## src/rtl/bus_control_sync_8259_if.sv

```systemverilog
// rtl/bus_control_sync_8259_if.sv - CPU bus and command-strobe bundle for the synchronous 8259 bus control
// Optional BUS_ERROR_EN adds protocol_error.
interface bus_control_sync_8259_if #(
    parameter int DATA_WIDTH = 8
);
    logic                  chip_select_n;
    logic                  read_enable_n;
    logic                  write_enable_n;
    logic                  address;
    logic [DATA_WIDTH-1:0] data_bus_in;
    logic [DATA_WIDTH-1:0] internal_data_bus;
    logic                  write_initial_command_word_1;
    logic                  write_initial_command_word_2;
    logic                  write_initial_command_word_3;
    logic                  write_initial_command_word_4;
    logic                  write_operation_control_word_1;
    logic                  write_operation_control_word_2;
    logic                  write_operation_control_word_3;
    logic                  read;
    logic                  read_start;
    logic                  init_done;
`ifdef BUS_ERROR_EN
    logic                  protocol_error;
`endif

    modport slave (
        input  chip_select_n, read_enable_n, write_enable_n, address, data_bus_in,
        output internal_data_bus,
        output write_initial_command_word_1, write_initial_command_word_2,
        output write_initial_command_word_3, write_initial_command_word_4,
        output write_operation_control_word_1, write_operation_control_word_2,
        output write_operation_control_word_3,
`ifdef BUS_ERROR_EN
        output protocol_error,
`endif
        output read, read_start, init_done
    );

    modport master (
        output chip_select_n, read_enable_n, write_enable_n, address, data_bus_in,
        input  internal_data_bus,
        input  write_initial_command_word_1, write_initial_command_word_2,
        input  write_initial_command_word_3, write_initial_command_word_4,
        input  write_operation_control_word_1, write_operation_control_word_2,
        input  write_operation_control_word_3,
`ifdef BUS_ERROR_EN
        input  protocol_error,
`endif
        input  read, read_start, init_done
    );
endinterface

```

## src/rtl/bus_control_sync_8259.sv

```systemverilog
// rtl/bus_control_sync_8259.sv - clocked 8259 bus control: strobe sync, write capture, ICW/OCW decode FSM
// Optional macro BUS_ERROR_EN adds the protocol_error pulse output.
module bus_control_sync_8259 #(
    parameter int DATA_WIDTH  = 8,
    parameter int SYNC_STAGES = 2
) (
    input logic                   clock,
    input logic                   reset_n,
    bus_control_sync_8259_if.slave bus
);
    if (DATA_WIDTH < 8 || SYNC_STAGES < 2 || SYNC_STAGES > 4) begin : g_bad_param
        $error("bus_control_sync_8259: illegal DATA_WIDTH or SYNC_STAGES");
    end

    localparam logic [2:0] ST_UNINIT = 3'd0;
    localparam logic [2:0] ST_WAIT2  = 3'd1;
    localparam logic [2:0] ST_WAIT3  = 3'd2;
    localparam logic [2:0] ST_WAIT4  = 3'd3;
    localparam logic [2:0] ST_READY  = 3'd4;

    logic [SYNC_STAGES-1:0] cs_sync_q, rd_sync_q, wr_sync_q;
    logic                   cs_s, rd_s, wr_s;
    logic [DATA_WIDTH-1:0]  hold_data_q, internal_q;
    logic                   hold_addr_q, write_pending_q;
    logic [2:0]             state_q, state_d;
    logic                   sngl_q, sngl_d, ic4_q, ic4_d;
    logic [6:0]             strobe_q, strobe_d;
    logic                   read_q, read_d, read_start_q, init_done_q;
    logic                   capture, accept, drop_d;

    assign cs_s    = cs_sync_q[SYNC_STAGES-1];
    assign rd_s    = rd_sync_q[SYNC_STAGES-1];
    assign wr_s    = wr_sync_q[SYNC_STAGES-1];
    assign capture = !wr_s && !cs_s;
    // CS may already be high here; a captured write is always completed.
    assign accept  = wr_s && write_pending_q;
    assign read_d  = !rd_s && !cs_s && !capture && !write_pending_q;

    always_comb begin
        state_d  = state_q;
        sngl_d   = sngl_q;
        ic4_d    = ic4_q;
        strobe_d = '0;
        drop_d   = 1'b0;
        if (accept) begin
            if (!hold_addr_q && hold_data_q[4]) begin
                strobe_d[0] = 1'b1;
                sngl_d      = hold_data_q[1];
                ic4_d       = hold_data_q[0];
                state_d     = ST_WAIT2;
            end else begin
                case (state_q)
                    ST_WAIT2: begin
                        strobe_d[1] = hold_addr_q;
                        drop_d      = !hold_addr_q;
                        if (hold_addr_q)
                            state_d = !sngl_q ? ST_WAIT3 : (ic4_q ? ST_WAIT4 : ST_READY);
                    end
                    ST_WAIT3: begin
                        strobe_d[2] = hold_addr_q;
                        drop_d      = !hold_addr_q;
                        if (hold_addr_q)
                            state_d = ic4_q ? ST_WAIT4 : ST_READY;
                    end
                    ST_WAIT4: begin
                        strobe_d[3] = hold_addr_q;
                        drop_d      = !hold_addr_q;
                        if (hold_addr_q)
                            state_d = ST_READY;
                    end
                    ST_READY: begin
                        strobe_d[4] = hold_addr_q;
                        strobe_d[5] = !hold_addr_q && !hold_data_q[3];
                        strobe_d[6] = !hold_addr_q && hold_data_q[3];
                    end
                    default: drop_d = 1'b1;
                endcase
            end
        end
    end

    always_ff @(posedge clock) begin
        if (!reset_n) begin
            cs_sync_q       <= '1;
            rd_sync_q       <= '1;
            wr_sync_q       <= '1;
            hold_data_q     <= '0;
            hold_addr_q     <= 1'b0;
            write_pending_q <= 1'b0;
            internal_q      <= '0;
            state_q         <= ST_UNINIT;
            sngl_q          <= 1'b0;
            ic4_q           <= 1'b0;
            strobe_q        <= '0;
            read_q          <= 1'b0;
            read_start_q    <= 1'b0;
            init_done_q     <= 1'b0;
        end else begin
            cs_sync_q <= {cs_sync_q[SYNC_STAGES-2:0], bus.chip_select_n};
            rd_sync_q <= {rd_sync_q[SYNC_STAGES-2:0], bus.read_enable_n};
            wr_sync_q <= {wr_sync_q[SYNC_STAGES-2:0], bus.write_enable_n};
            if (capture) begin
                hold_data_q     <= bus.data_bus_in;
                hold_addr_q     <= bus.address;
                write_pending_q <= 1'b1;
            end else if (accept) begin
                write_pending_q <= 1'b0;
                internal_q      <= hold_data_q;
            end
            state_q      <= state_d;
            sngl_q       <= sngl_d;
            ic4_q        <= ic4_d;
            strobe_q     <= strobe_d;
            read_q       <= read_d;
            read_start_q <= read_d && !read_q;
            init_done_q  <= (state_d == ST_READY);
        end
    end

`ifdef BUS_ERROR_EN
    logic overlap_d, overlap_q, protocol_error_q;

    // Only the first clock of a suppressed-read overlap is flagged.
    assign overlap_d = !rd_s && !cs_s && (capture || write_pending_q);

    always_ff @(posedge clock) begin
        if (!reset_n) begin
            overlap_q        <= 1'b0;
            protocol_error_q <= 1'b0;
        end else begin
            overlap_q        <= overlap_d;
            protocol_error_q <= drop_d || (overlap_d && !overlap_q);
        end
    end

    assign bus.protocol_error = protocol_error_q;
`endif

    assign bus.internal_data_bus              = internal_q;
    assign bus.write_initial_command_word_1   = strobe_q[0];
    assign bus.write_initial_command_word_2   = strobe_q[1];
    assign bus.write_initial_command_word_3   = strobe_q[2];
    assign bus.write_initial_command_word_4   = strobe_q[3];
    assign bus.write_operation_control_word_1 = strobe_q[4];
    assign bus.write_operation_control_word_2 = strobe_q[5];
    assign bus.write_operation_control_word_3 = strobe_q[6];
    assign bus.read                           = read_q;
    assign bus.read_start                     = read_start_q;
    assign bus.init_done                      = init_done_q;
endmodule

```

## src/flat_wrapper.sv

```systemverilog
// flat-port wrapper written by rule: the top's interface ports become plain ports
module bus_control_sync_8259_flat 
#(
    parameter int DATA_WIDTH  = 8,
    parameter int SYNC_STAGES = 2
)
  (clock, reset_n, bus_chip_select_n, bus_read_enable_n, bus_write_enable_n, bus_address, bus_data_bus_in, bus_internal_data_bus, bus_write_initial_command_word_1, bus_write_initial_command_word_2, bus_write_initial_command_word_3, bus_write_initial_command_word_4, bus_write_operation_control_word_1, bus_write_operation_control_word_2, bus_write_operation_control_word_3, bus_read, bus_read_start, bus_init_done);
  bus_control_sync_8259_if #(.DATA_WIDTH(DATA_WIDTH)) bus_i ();
  input logic clock;
  input logic reset_n;
  input wire logic [$bits(bus_i.chip_select_n)-1:0] bus_chip_select_n;
  input wire logic [$bits(bus_i.read_enable_n)-1:0] bus_read_enable_n;
  input wire logic [$bits(bus_i.write_enable_n)-1:0] bus_write_enable_n;
  input wire logic [$bits(bus_i.address)-1:0] bus_address;
  input wire logic [$bits(bus_i.data_bus_in)-1:0] bus_data_bus_in;
  output wire logic [$bits(bus_i.internal_data_bus)-1:0] bus_internal_data_bus;
  output wire logic [$bits(bus_i.write_initial_command_word_1)-1:0] bus_write_initial_command_word_1;
  output wire logic [$bits(bus_i.write_initial_command_word_2)-1:0] bus_write_initial_command_word_2;
  output wire logic [$bits(bus_i.write_initial_command_word_3)-1:0] bus_write_initial_command_word_3;
  output wire logic [$bits(bus_i.write_initial_command_word_4)-1:0] bus_write_initial_command_word_4;
  output wire logic [$bits(bus_i.write_operation_control_word_1)-1:0] bus_write_operation_control_word_1;
  output wire logic [$bits(bus_i.write_operation_control_word_2)-1:0] bus_write_operation_control_word_2;
  output wire logic [$bits(bus_i.write_operation_control_word_3)-1:0] bus_write_operation_control_word_3;
  output wire logic [$bits(bus_i.read)-1:0] bus_read;
  output wire logic [$bits(bus_i.read_start)-1:0] bus_read_start;
  output wire logic [$bits(bus_i.init_done)-1:0] bus_init_done;
  assign bus_i.chip_select_n = bus_chip_select_n;
  assign bus_i.read_enable_n = bus_read_enable_n;
  assign bus_i.write_enable_n = bus_write_enable_n;
  assign bus_i.address = bus_address;
  assign bus_i.data_bus_in = bus_data_bus_in;
  assign bus_internal_data_bus = bus_i.internal_data_bus;
  assign bus_write_initial_command_word_1 = bus_i.write_initial_command_word_1;
  assign bus_write_initial_command_word_2 = bus_i.write_initial_command_word_2;
  assign bus_write_initial_command_word_3 = bus_i.write_initial_command_word_3;
  assign bus_write_initial_command_word_4 = bus_i.write_initial_command_word_4;
  assign bus_write_operation_control_word_1 = bus_i.write_operation_control_word_1;
  assign bus_write_operation_control_word_2 = bus_i.write_operation_control_word_2;
  assign bus_write_operation_control_word_3 = bus_i.write_operation_control_word_3;
  assign bus_read = bus_i.read;
  assign bus_read_start = bus_i.read_start;
  assign bus_init_done = bus_i.init_done;
  bus_control_sync_8259 #(.DATA_WIDTH(DATA_WIDTH), .SYNC_STAGES(SYNC_STAGES)) u_core (.clock(clock), .reset_n(reset_n), .bus(bus_i));
endmodule
```

## config.mk

```make
export PLATFORM = sky130hd
export DESIGN_NAME = bus_control_sync_8259_flat
export DESIGN_NICKNAME = d
export VERILOG_FILES = /design/src/rtl/bus_control_sync_8259_if.sv /design/src/rtl/bus_control_sync_8259.sv /design/src/flat_wrapper.sv
export SDC_FILE = /design/constraint.sdc
export NUM_CORES = 1
export LEC_CHECK = 0
export CORE_MARGIN = 3
export CORE_UTILIZATION = 30
export CTS_CLUSTER_DIAMETER = 100
export CTS_CLUSTER_SIZE = 14
export DETAILED_ROUTE_END_ITERATION = 8
export GPL_TIMING_DRIVEN = 0
export PLACE_DENSITY = 0.55
export SLEW_MARGIN = 25
export SYNTH_ARGS = -nofsm -noshare
export SYNTH_HDL_FRONTEND = slang
export SYNTH_SLANG_ARGS = --single-unit
```

## constraint.sdc

```tcl
create_clock -name clock -period 1.6 [get_ports clock]
set_input_delay 0.32 -clock clock [delete_from_list [all_inputs] [get_ports clock]]
set_output_delay 0.32 -clock clock [all_outputs]
set_load 0.01 [all_outputs]
```

==> results of run 1 <==
==> final timing paths <==
path                                                                   start                             end  cells after the start  slack (ps)
worst max-delay path            u_core.bus.internal_data_bus[2]$_SDFFE_PN0P_        bus_internal_data_bus[2]                      1         120
worst min register to register                u_core.wr_sync_q[0]$_SDFF_PN1_  u_core.wr_sync_q[1]$_SDFF_PN1_                      1         410
worst max register to register           u_core.write_pending_q$_SDFFE_PN0P_    u_core.state_q[0]$_SDFF_PN0_                      4         320
worst min-delay path                          u_core.wr_sync_q[0]$_SDFF_PN1_  u_core.wr_sync_q[1]$_SDFF_PN1_                      1         410
==> synth_stat cells (all sizes together) (2+ instances only) <==
cell / number
clkbuf: 5
nand4b: 3
nor3: 4
nor2: 10
buf: 2
a21oi: 18
inv: 3
nand3b: 2
nor4: 2
and2: 2
dfxtp: 39
mux2i: 2
nand2: 29
o21ai: 10
nand2b: 11
==> final cells by class <==
class,instances,area share (%)
timing repair buffer,31,16.8
tap,50,3.39
sequential,39,42.3
buffer,7,2.30
inverter,3,0.610
clock buffer,8,5.42
multi-input combinational,99,29.2
==> state kept, by name, summed over array words and instances (netlist names) <==
name                          cells
u_core.wr_sync_q                  2
u_core.strobe_q                   7
u_core.bus.init_done              1
u_core.bus.read                   1
u_core.ic4_q                      1
u_core.state_q                    3
u_core.sngl_q                     1
u_core.rd_sync_q                  2
u_core.bus.internal_data_bus      8
u_core.hold_data_q                8
u_core.hold_addr_q                1
u_core.bus.read_start             1
u_core.cs_sync_q                  2
u_core.write_pending_q            1
==> metal layers <==
layer,up-vias,wire [um],track usage [%]
li1,570,-,-
met1,517,1200,12.9
met2,28,1400,19.2
met3,4,169,4.10
met4,0,35,5.43
met5,-,0,0
==> power breakdown <==
group | internal [mW] | switching (mW)
logic | 0.0394 | 0.0302
registers | 0.979 | 0.00361
clock network | 0.393 | 0.319
total | 1.41 | 0.353
==> cell families after synthesis <==
family | Yosys count | share of synthesized area [%]
buffers and inverters | 10 | 3.83
muxes | 2 | 1.46
DFF | 39 | 56.9
AOI/OAI and AO/OA | 31 | 11.9
and+or+nand+nor | 66 | 26.0
==> per-stage QoR <==
step | worst slack [ps] | power, mW
floorplan | 477 | 1.03
global placement | -164 | 1.07
detailed placement | -164 | 1.08
CTS | 100 | 1.78
global route | 51.3 | 1.84
finish | 117 | 1.76
==> impl_metrics.py, run 1 <==
metrics = {
    "global_routing": {
        "grt_pass1_vias": 1058,
        "grt_overflow_total": 0,
        "grt_first_pass_wirelength_um": 4660,
        "antenna_found_initial": 0,
        "grt.total_usage_pct": 11.5,
        "grt_max_degree": 12,
    },
    "clock_network": {
        "cts_setup_buffers": 0,
        "cts_tree": "built",
        "hold_buffers": 0,
        "cts_buffers": 5,
        "root_buffer": "clkbuf_8",
        "cts_resized": 0,
        "clock_sinks": 39,
        "htreeDepth": 2,
        "clk_path_buf_depth": 2,
        "clk_pin_slew_worst_paths_ps": 70,
        "clock_latency_ps": 290,
    },
    "timing": {
        "worst_pin_slew_ps": 539,
        "clock.fmax_mhz": 674,
        "setup_violations": 0,
        "setup-tns-final_ps": 0,
        "rsz0062_at_grt": "false",
        "maxSlewHeadroom_pct": 63.9,
        "hold_slack_ps": 406,
        "slew_violations": 0,
        "finalHoldViolations": 0,
        "finClkSkew_ps": 6.73,
        "finalCritPeriodShare_pct": 92.7,
        "min_period_ps": 1480,
    },
    "floorplanning": {
        "core_area_sq_mm": 0.00420,
        "fp.dieH_um": 73.6,
        "die_w_um": 73.6,
        "initial_core_util_pct": 32.7,
        "dieArea_sq_mm": 0.00542,
        "row_count": 23,
        "ioPinCount": 32,
    },
    "synth": {
        "synthCells": 148,
        "synthTopCellsByArea": "dfxtp_1 (57%), nand2_1 (7.7%), a21oi_1 (6.6%)",
        "ys_warn_count": 0,
        "yosysTopAreaCellShare_pct": 56.9,
        "synth_top_flop_cell": "dfxtp_1",
        "synth_area_sq_mm": 0.00137,
        "synth_cell_types": 25,
        "synthArstFlopShare_pct": 0,
        "ys_seq_area_share_pct": 56.9,
        "synth-edff-count": 0,
        "post_synth.cell_area_avg_sq_um": 9.27,
        "yosys_register_bits": 39,
        "synth_nets": 162,
        "yosys.area.top_type": "dfxtp_1",
    },
    "critical_path": {
        "crit_slowest_cell": "clkdlybuf4s50_1",
        "worstPathCellList": "clkdlybuf4s50_1",
        "cp_top_family": "buffers and inverters",
        "crit_arrival_ps": 1160,
        "crit_type": "reg -> out",
        "timing.critical_path.buf_inv": 1,
        "cp-end-kind": "output pin",
        "cpPeakStageDelay_ps": 550,
        "worstPathMaxFanout": 2,
        "critPathLaunchType": "register",
        "required_ps": 1280,
    },
    "finish": {
        "antenna_cells": 0,
        "multi_input_area_sq_um": 539,
        "layout_common_cells": "dfxtp_1 (39), clkdlybuf4s50_1 (31), nand2_1 (28)",
        "final_area_sq_mm": 0.00185,
        "final_cell_count_no_fill": 237,
        "nets": 200,
        "regArea_sq_um": 781,
        "drive_above_1_share_pct": 9.09,
        "nFillCells": 410,
        "final_common_cell": "dfxtp_1",
        "finish.utilization_pct": 44.0,
        "area_delta_synth_final_pct": 34.5,
    },
    "route": {
        "num_vias": 1119,
        "drt-initial-drc-count": 38,
        "dr.pass1.iters": 4,
        "wl_per_cell_um": 11.8,
        "ant_nets": 0,
        "drc": 0,
        "wl_um": 2810,
        "post_drt_via_cell_ratio": 4.72,
    },
    "placed_design": {
        "place_congestion": 0.775,
        "placedCellCount": 229,
        "portBuffers": 31,
        "placedInstanceArea_sq_mm": 0.00175,
        "dp_hpwl_um": 2060,
    },
    "flow_run": {
        "cap_violations": 0,
    },
    "min_path": {
        "hold_class": "reg -> reg",
    },
    "power_and_ir_drop": {
        "p_leak_nw": 0.655,
        "power.density_mw_per_mm2": 956,
        "irDropWorstVdd_v": 0.000642,
    },
    "status": {
        "status": "completed",
    },
}
Power figures use the tool's default switching activity.
==> run 2: changes to the inputs <==
- CAP_MARGIN: unset -> 20
- CORE_UTILIZATION: 30 -> 48
- PLACE_DENSITY: 0.55 -> 0.77
==> impl_metrics.py, run 2 (synthesis gave the netlist of run 1 again) <==
metrics = {
    "status": {
        "status": "completed",
    },
    "global_routing": {
        "top_usage_layer": "met2",
        "grt_max_degree": 12,
        "antenna_found_initial": 0,
        "grt_pass1_vias": 1047,
        "grt.total_usage_pct": 17.4,
        "grt_overflow_total": 0,
        "use_met3_pct": 4.36,
        "grt_first_pass_wirelength_um": 4520,
        "grt_use_met2_pct": 29.2,
        "met1_usage_pct": 19.9,
    },
    "route": {
        "num_vias": 1129,
        "post_drt_via_cell_ratio": 5.23,
        "wl_per_cell_um": 12.7,
        "drt-initial-drc-count": 25,
        "dr.pass1.iters": 4,
        "drc": 0,
        "ant_nets": 0,
        "wl_um": 2740,
    },
    "clock_network": {
        "clock_sinks": 39,
        "cts_tree": "built",
        "cts_setup_buffers": 0,
        "cts_resized": 0,
        "htreeDepth": 2,
        "cts_buffers": 5,
        "clock_latency_ps": 330,
        "clk_path_buf_depth": 2,
        "root_buffer": "clkbuf_4",
        "clk_pin_slew_worst_paths_ps": 110,
        "hold_buffers": 0,
    },
    "critical_path": {
        "worstPathMaxFanout": 2,
        "reg2regPathDepth": 4,
        "cp_top_family": "buffers and inverters",
        "worstPathCellList": "clkdlybuf4s50_1",
        "crit_type": "reg -> out",
        "required_ps": 1280,
        "timing.critical_path.buf_inv": 1,
        "critPathLaunchType": "register",
        "crit_slowest_cell": "clkdlybuf4s50_1",
        "cp-end-kind": "output pin",
        "crit_cells": 1,
        "crit_arrival_ps": 1230,
        "cpPeakStageDelay_ps": 540,
    },
    "floorplanning": {
        "ioPinCount": 32,
        "initial_core_util_pct": 53.0,
        "row_count": 18,
        "core_area_sq_mm": 0.00259,
        "die_w_um": 59.5,
        "fp.dieH_um": 59.5,
        "dieArea_sq_mm": 0.00354,
    },
    "power_and_ir_drop": {
        "irDropWorstVdd_v": 0.000768,
        "p_leak_nw": 0.653,
        "p_total_mw": 1.55,
        "power.density_mw_per_mm2": 869,
    },
    "timing": {
        "finClkSkew_ps": 5.68,
        "finalCritPeriodShare_pct": 96.8,
        "rsz0062_at_grt": "false",
        "slew_violations": 0,
        "worst_pin_slew_ps": 652,
        "setup_violations": 0,
        "min_period_ps": 1550,
        "finalHoldViolations": 0,
        "setup_ws_ps": 51.0,
        "maxSlewHeadroom_pct": 56.4,
        "setup-tns-final_ps": 0,
        "clock.fmax_mhz": 646,
    },
    "finish": {
        "final_common_cell": "dfxtp_1",
        "multi_input_area_sq_um": 539,
        "area_delta_synth_final_pct": 29.6,
        "drive_above_1_share_pct": 8.60,
        "nets": 200,
        "antenna_cells": 0,
        "final_cell_count_no_fill": 216,
        "finish.utilization_pct": 68.7,
        "layout_common_cells": "dfxtp_1 (39), clkdlybuf4s50_1 (30), nand2_1 (28)",
        "regArea_sq_um": 781,
        "nFillCells": 209,
    },
    "flow_run": {
        "cap_violations": 0,
    },
    "min_path": {
        "holdPathStages": 1,
        "hold_class": "reg -> reg",
    },
    "placed_design": {
        "portBuffers": 31,
        "dp_hpwl_um": 2040,
        "placedCellCount": 209,
        "place_ws_ps": -154,
        "place_congestion": 0.782,
    },
}
[run 2: changes by cell type in the layout (fill, tap and decap cells not counted), sizes merged]
| cell | delta |
|---|---|
| clkbuf | -2 |
| clkdlybuf4s50 | -1 |
| clkinv | +1 |
| dlymetal6s2s | +1 |
[run 2: area by class of cell]
class,instances,share of cell area [%]
clock buffer,6,2.88
tap,30,2.11
clock inverter,1,0.281
buffer,7,2.32
inverter,3,0.633
multi-input combinational,99,30.3
sequential,39,43.9
timing repair buffer,31,17.6
[run 2: final timing paths]
check	from	endpoint	slack (ps)
setup / recovery	u_core.bus.internal_data_bus[3]$_SDFFE_PN0P_	bus_internal_data_bus[3]	50
hold / removal	u_core.wr_sync_q[0]$_SDFF_PN1_	u_core.wr_sync_q[1]$_SDFF_PN1_	420
setup reg to reg	u_core.hold_addr_q$_SDFFE_PN0P_	u_core.state_q[0]$_SDFF_PN0_	300
hold reg to reg	u_core.wr_sync_q[0]$_SDFF_PN1_	u_core.wr_sync_q[1]$_SDFF_PN1_	420
[run 2: stage by stage]
step	instance area, sq um	hold slack [ps]
after floorplan	1370	386
after global placement	1720	390
after detailed placement	1720	396
after CTS	1780	423
after global routing	1780	433
final	1780	419
[run 2: layer usage]
layer  up-vias  wire, um
li1        566         -
met1       523      1130
met2        36      1400
met3         4       170
met4         0        38
met5         -         0
[run 2: where the power goes]
group	switching, mW	internal (mW)
sequential	0.00354	0.979
combinational	0.0298	0.0391
clock	0.292	0.204
[run 2: worst register-to-register path: cells and delay by family, from the launching register on]
kind             cells  cell delay (ps)
AND/OR/NAND/NOR      3              540
flip-flops           1              460
AO/OA/AOI/OAI        1              210
==> run 3: changes to the inputs <==
--- a/config.mk
+++ b/config.mk
@@ -7,11 +7,11 @@
 export LEC_CHECK = 0
 export CAP_MARGIN = 20
-export CORE_MARGIN = 3
-export CORE_UTILIZATION = 48
+export CORE_MARGIN = 2
+export CORE_UTILIZATION = 35
 export CTS_CLUSTER_DIAMETER = 100
 export CTS_CLUSTER_SIZE = 14
 export DETAILED_ROUTE_END_ITERATION = 8
 export GPL_TIMING_DRIVEN = 0
-export PLACE_DENSITY = 0.77
+export PLACE_DENSITY = 0.59
 export SLEW_MARGIN = 25
 export SYNTH_ARGS = -nofsm -noshare
==> constraint.sdc (replaced) <==
create_clock -name clock -period 1.6 [get_ports clock]
set_input_delay 0.4 -clock clock [delete_from_list [all_inputs] [get_ports clock]]
set_output_delay 0.4 -clock clock [all_outputs]
set_load 0.01 [all_outputs]
==> impl_metrics.py, run 3 (synthesis gave the netlist of run 1 again) <==
metrics = {
    "status": {
        "status": "completed",
    },
    "critical_path": {
        "required_ps": 1200,
        "cp_top_family": "buffers and inverters",
        "worstPathCellList": "clkdlybuf4s50_1",
        "crit_arrival_ps": 1170,
        "worstPathMaxFanout": 2,
        "cp-end-kind": "output pin",
        "timing.critical_path.buf_inv": 1,
        "crit_type": "reg -> out",
        "crit_slowest_cell": "clkdlybuf4s50_1",
        "critPathLaunchType": "register",
        "cpPeakStageDelay_ps": 540,
    },
    "finish": {
        "drive_above_1_share_pct": 9.09,
        "nets": 200,
        "nFillCells": 377,
        "layout_common_cells": "dfxtp_1 (39), nand2_1 (28), clkdlybuf4s50_1 (26)",
        "finish.utilization_pct": 50.8,
        "regArea_sq_um": 781,
        "area_delta_synth_final_pct": 37.6,
        "multi_input_area_sq_um": 539,
        "antenna_cells": 0,
        "final_area_sq_mm": 0.00189,
        "final_common_cell": "dfxtp_1",
        "final_cell_count_no_fill": 235,
    },
    "route": {
        "drt-initial-drc-count": 51,
        "drc": 0,
        "num_vias": 1087,
        "route.met2.wl_um": 1230,
        "wl_met3_um": 167,
        "wl_per_cell_um": 11.3,
        "highest_layer": "met4",
        "m1WireLength_um": 1240,
        "dr.pass1.iters": 4,
        "wl_um": 2660,
        "post_drt_via_cell_ratio": 4.63,
        "ant_nets": 0,
    },
    "power_and_ir_drop": {
        "pwr-share-comb_pct": 3.5,
        "power.density_mw_per_mm2": 1060,
        "power_switching_mw": 0.357,
        "seqPwrFrac_pct": 49.2,
        "irDropWorstVdd_v": 0.000942,
        "p_total_mw": 2.00,
        "p_leak_nw": 0.762,
        "p_clk_share_pct": 47.4,
        "switching_share_pct": 17.9,
        "p_int_mw": 1.64,
    },
    "global_routing": {
        "grt_first_pass_wirelength_um": 4360,
        "antenna_found_initial": 0,
        "grt_max_degree": 13,
        "grt_overflow_total": 0,
        "grt_pass1_vias": 1037,
        "grt.total_usage_pct": 13.0,
    },
    "clock_network": {
        "clock_sinks": 39,
        "clk_pin_slew_worst_paths_ps": 80,
        "cts_buffers": 5,
        "hold_buffers": 0,
        "root_buffer": "clkbuf_8",
        "clk_path_buf_depth": 2,
        "htreeDepth": 2,
        "clock_latency_ps": 290,
        "cts_tree": "built",
    },
    "floorplanning": {
        "fp.dieH_um": 66.6,
        "row_count": 22,
        "die_w_um": 66.6,
        "initial_core_util_pct": 36.9,
        "ioPinCount": 32,
        "dieArea_sq_mm": 0.00444,
        "core_area_sq_mm": 0.00372,
    },
    "timing": {
        "finClkSkew_ps": 7.11,
        "hold_slack_ps": 411,
        "min_period_ps": 1570,
        "finalHoldViolations": 0,
        "clock.fmax_mhz": 637,
        "finalCritPeriodShare_pct": 98.1,
        "slew_violations": 0,
        "rsz0062_at_grt": "false",
        "setup_ws_ps": 30.2,
        "worst_pin_slew_ps": 564,
        "maxSlewHeadroom_pct": 62.3,
        "setup-tns-final_ps": 0,
        "setup_violations": 0,
    },
    "placed_design": {
        "place_congestion": 0.713,
        "placedCellCount": 227,
        "place_ws_ps": -236,
        "dp_hpwl_um": 1920,
        "portBuffers": 31,
        "placedInstanceArea_sq_mm": 0.00174,
    },
    "flow_run": {
        "cap_violations": 0,
    },
    "min_path": {
        "hold_class": "reg -> reg",
    },
}
[run 3: power by group through the flow]
stage                     sequential [mW]  clock (mW)  combinational (mW)
after floorplan                      1.00           0              0.0285
after global placement               1.01           0              0.0681
after detailed placement             1.01           0              0.0688
after CTS                           0.983       0.972              0.0694
after global routing                0.984        1.01              0.0751
final                               0.983       0.946              0.0691
[run 3: path summary, 6_finish.rpt]
check / from / end / slack [ps] / depth (start not counted)
worst max-delay path: u_core.bus.internal_data_bus[0]$_SDFFE_PN0P_ / bus_internal_data_bus[0] / 30 / 1
worst min-delay path: u_core.rd_sync_q[0]$_SDFF_PN1_ / u_core.rd_sync_q[1]$_SDFF_PN1_ / 410 / 1
worst max register to register: u_core.hold_addr_q$_SDFFE_PN0P_ / u_core.state_q[0]$_SDFF_PN0_ / 350 / 4
worst min register to register: u_core.rd_sync_q[0]$_SDFF_PN1_ / u_core.rd_sync_q[1]$_SDFF_PN1_ / 410 / 1
[run 3: per-layer routing]
| metal | GRT usage (%) | up-vias |
|---|---|---|
| li1 | - | 567 |
| met1 | 15.7 | 488 |
| met2 | 21.8 | 29 |
| met3 | 4.56 | 3 |
| met4 | 3.83 | 0 |
| met5 | 0 | - |
[run 3: cell type report]
| type | count | area share [%] |
|---|---|---|
| buffer | 7 | 2.25 |
| clock buffer | 6 | 3.84 |
| clock inverter | 2 | 3.18 |
| inverter | 3 | 0.596 |
| multi-input combinational | 99 | 28.5 |
| sequential | 39 | 41.3 |
| tap | 48 | 3.18 |
| timing repair buffer | 31 | 17.1 |
[run 3: what timing repair did]
action                                  4_1_cts  5_1_grt
hold endpoints to repair                      0        0
endpoints found under the setup margin        0        7
setup buffers                                 0        0
gates resized for setup                       0        7
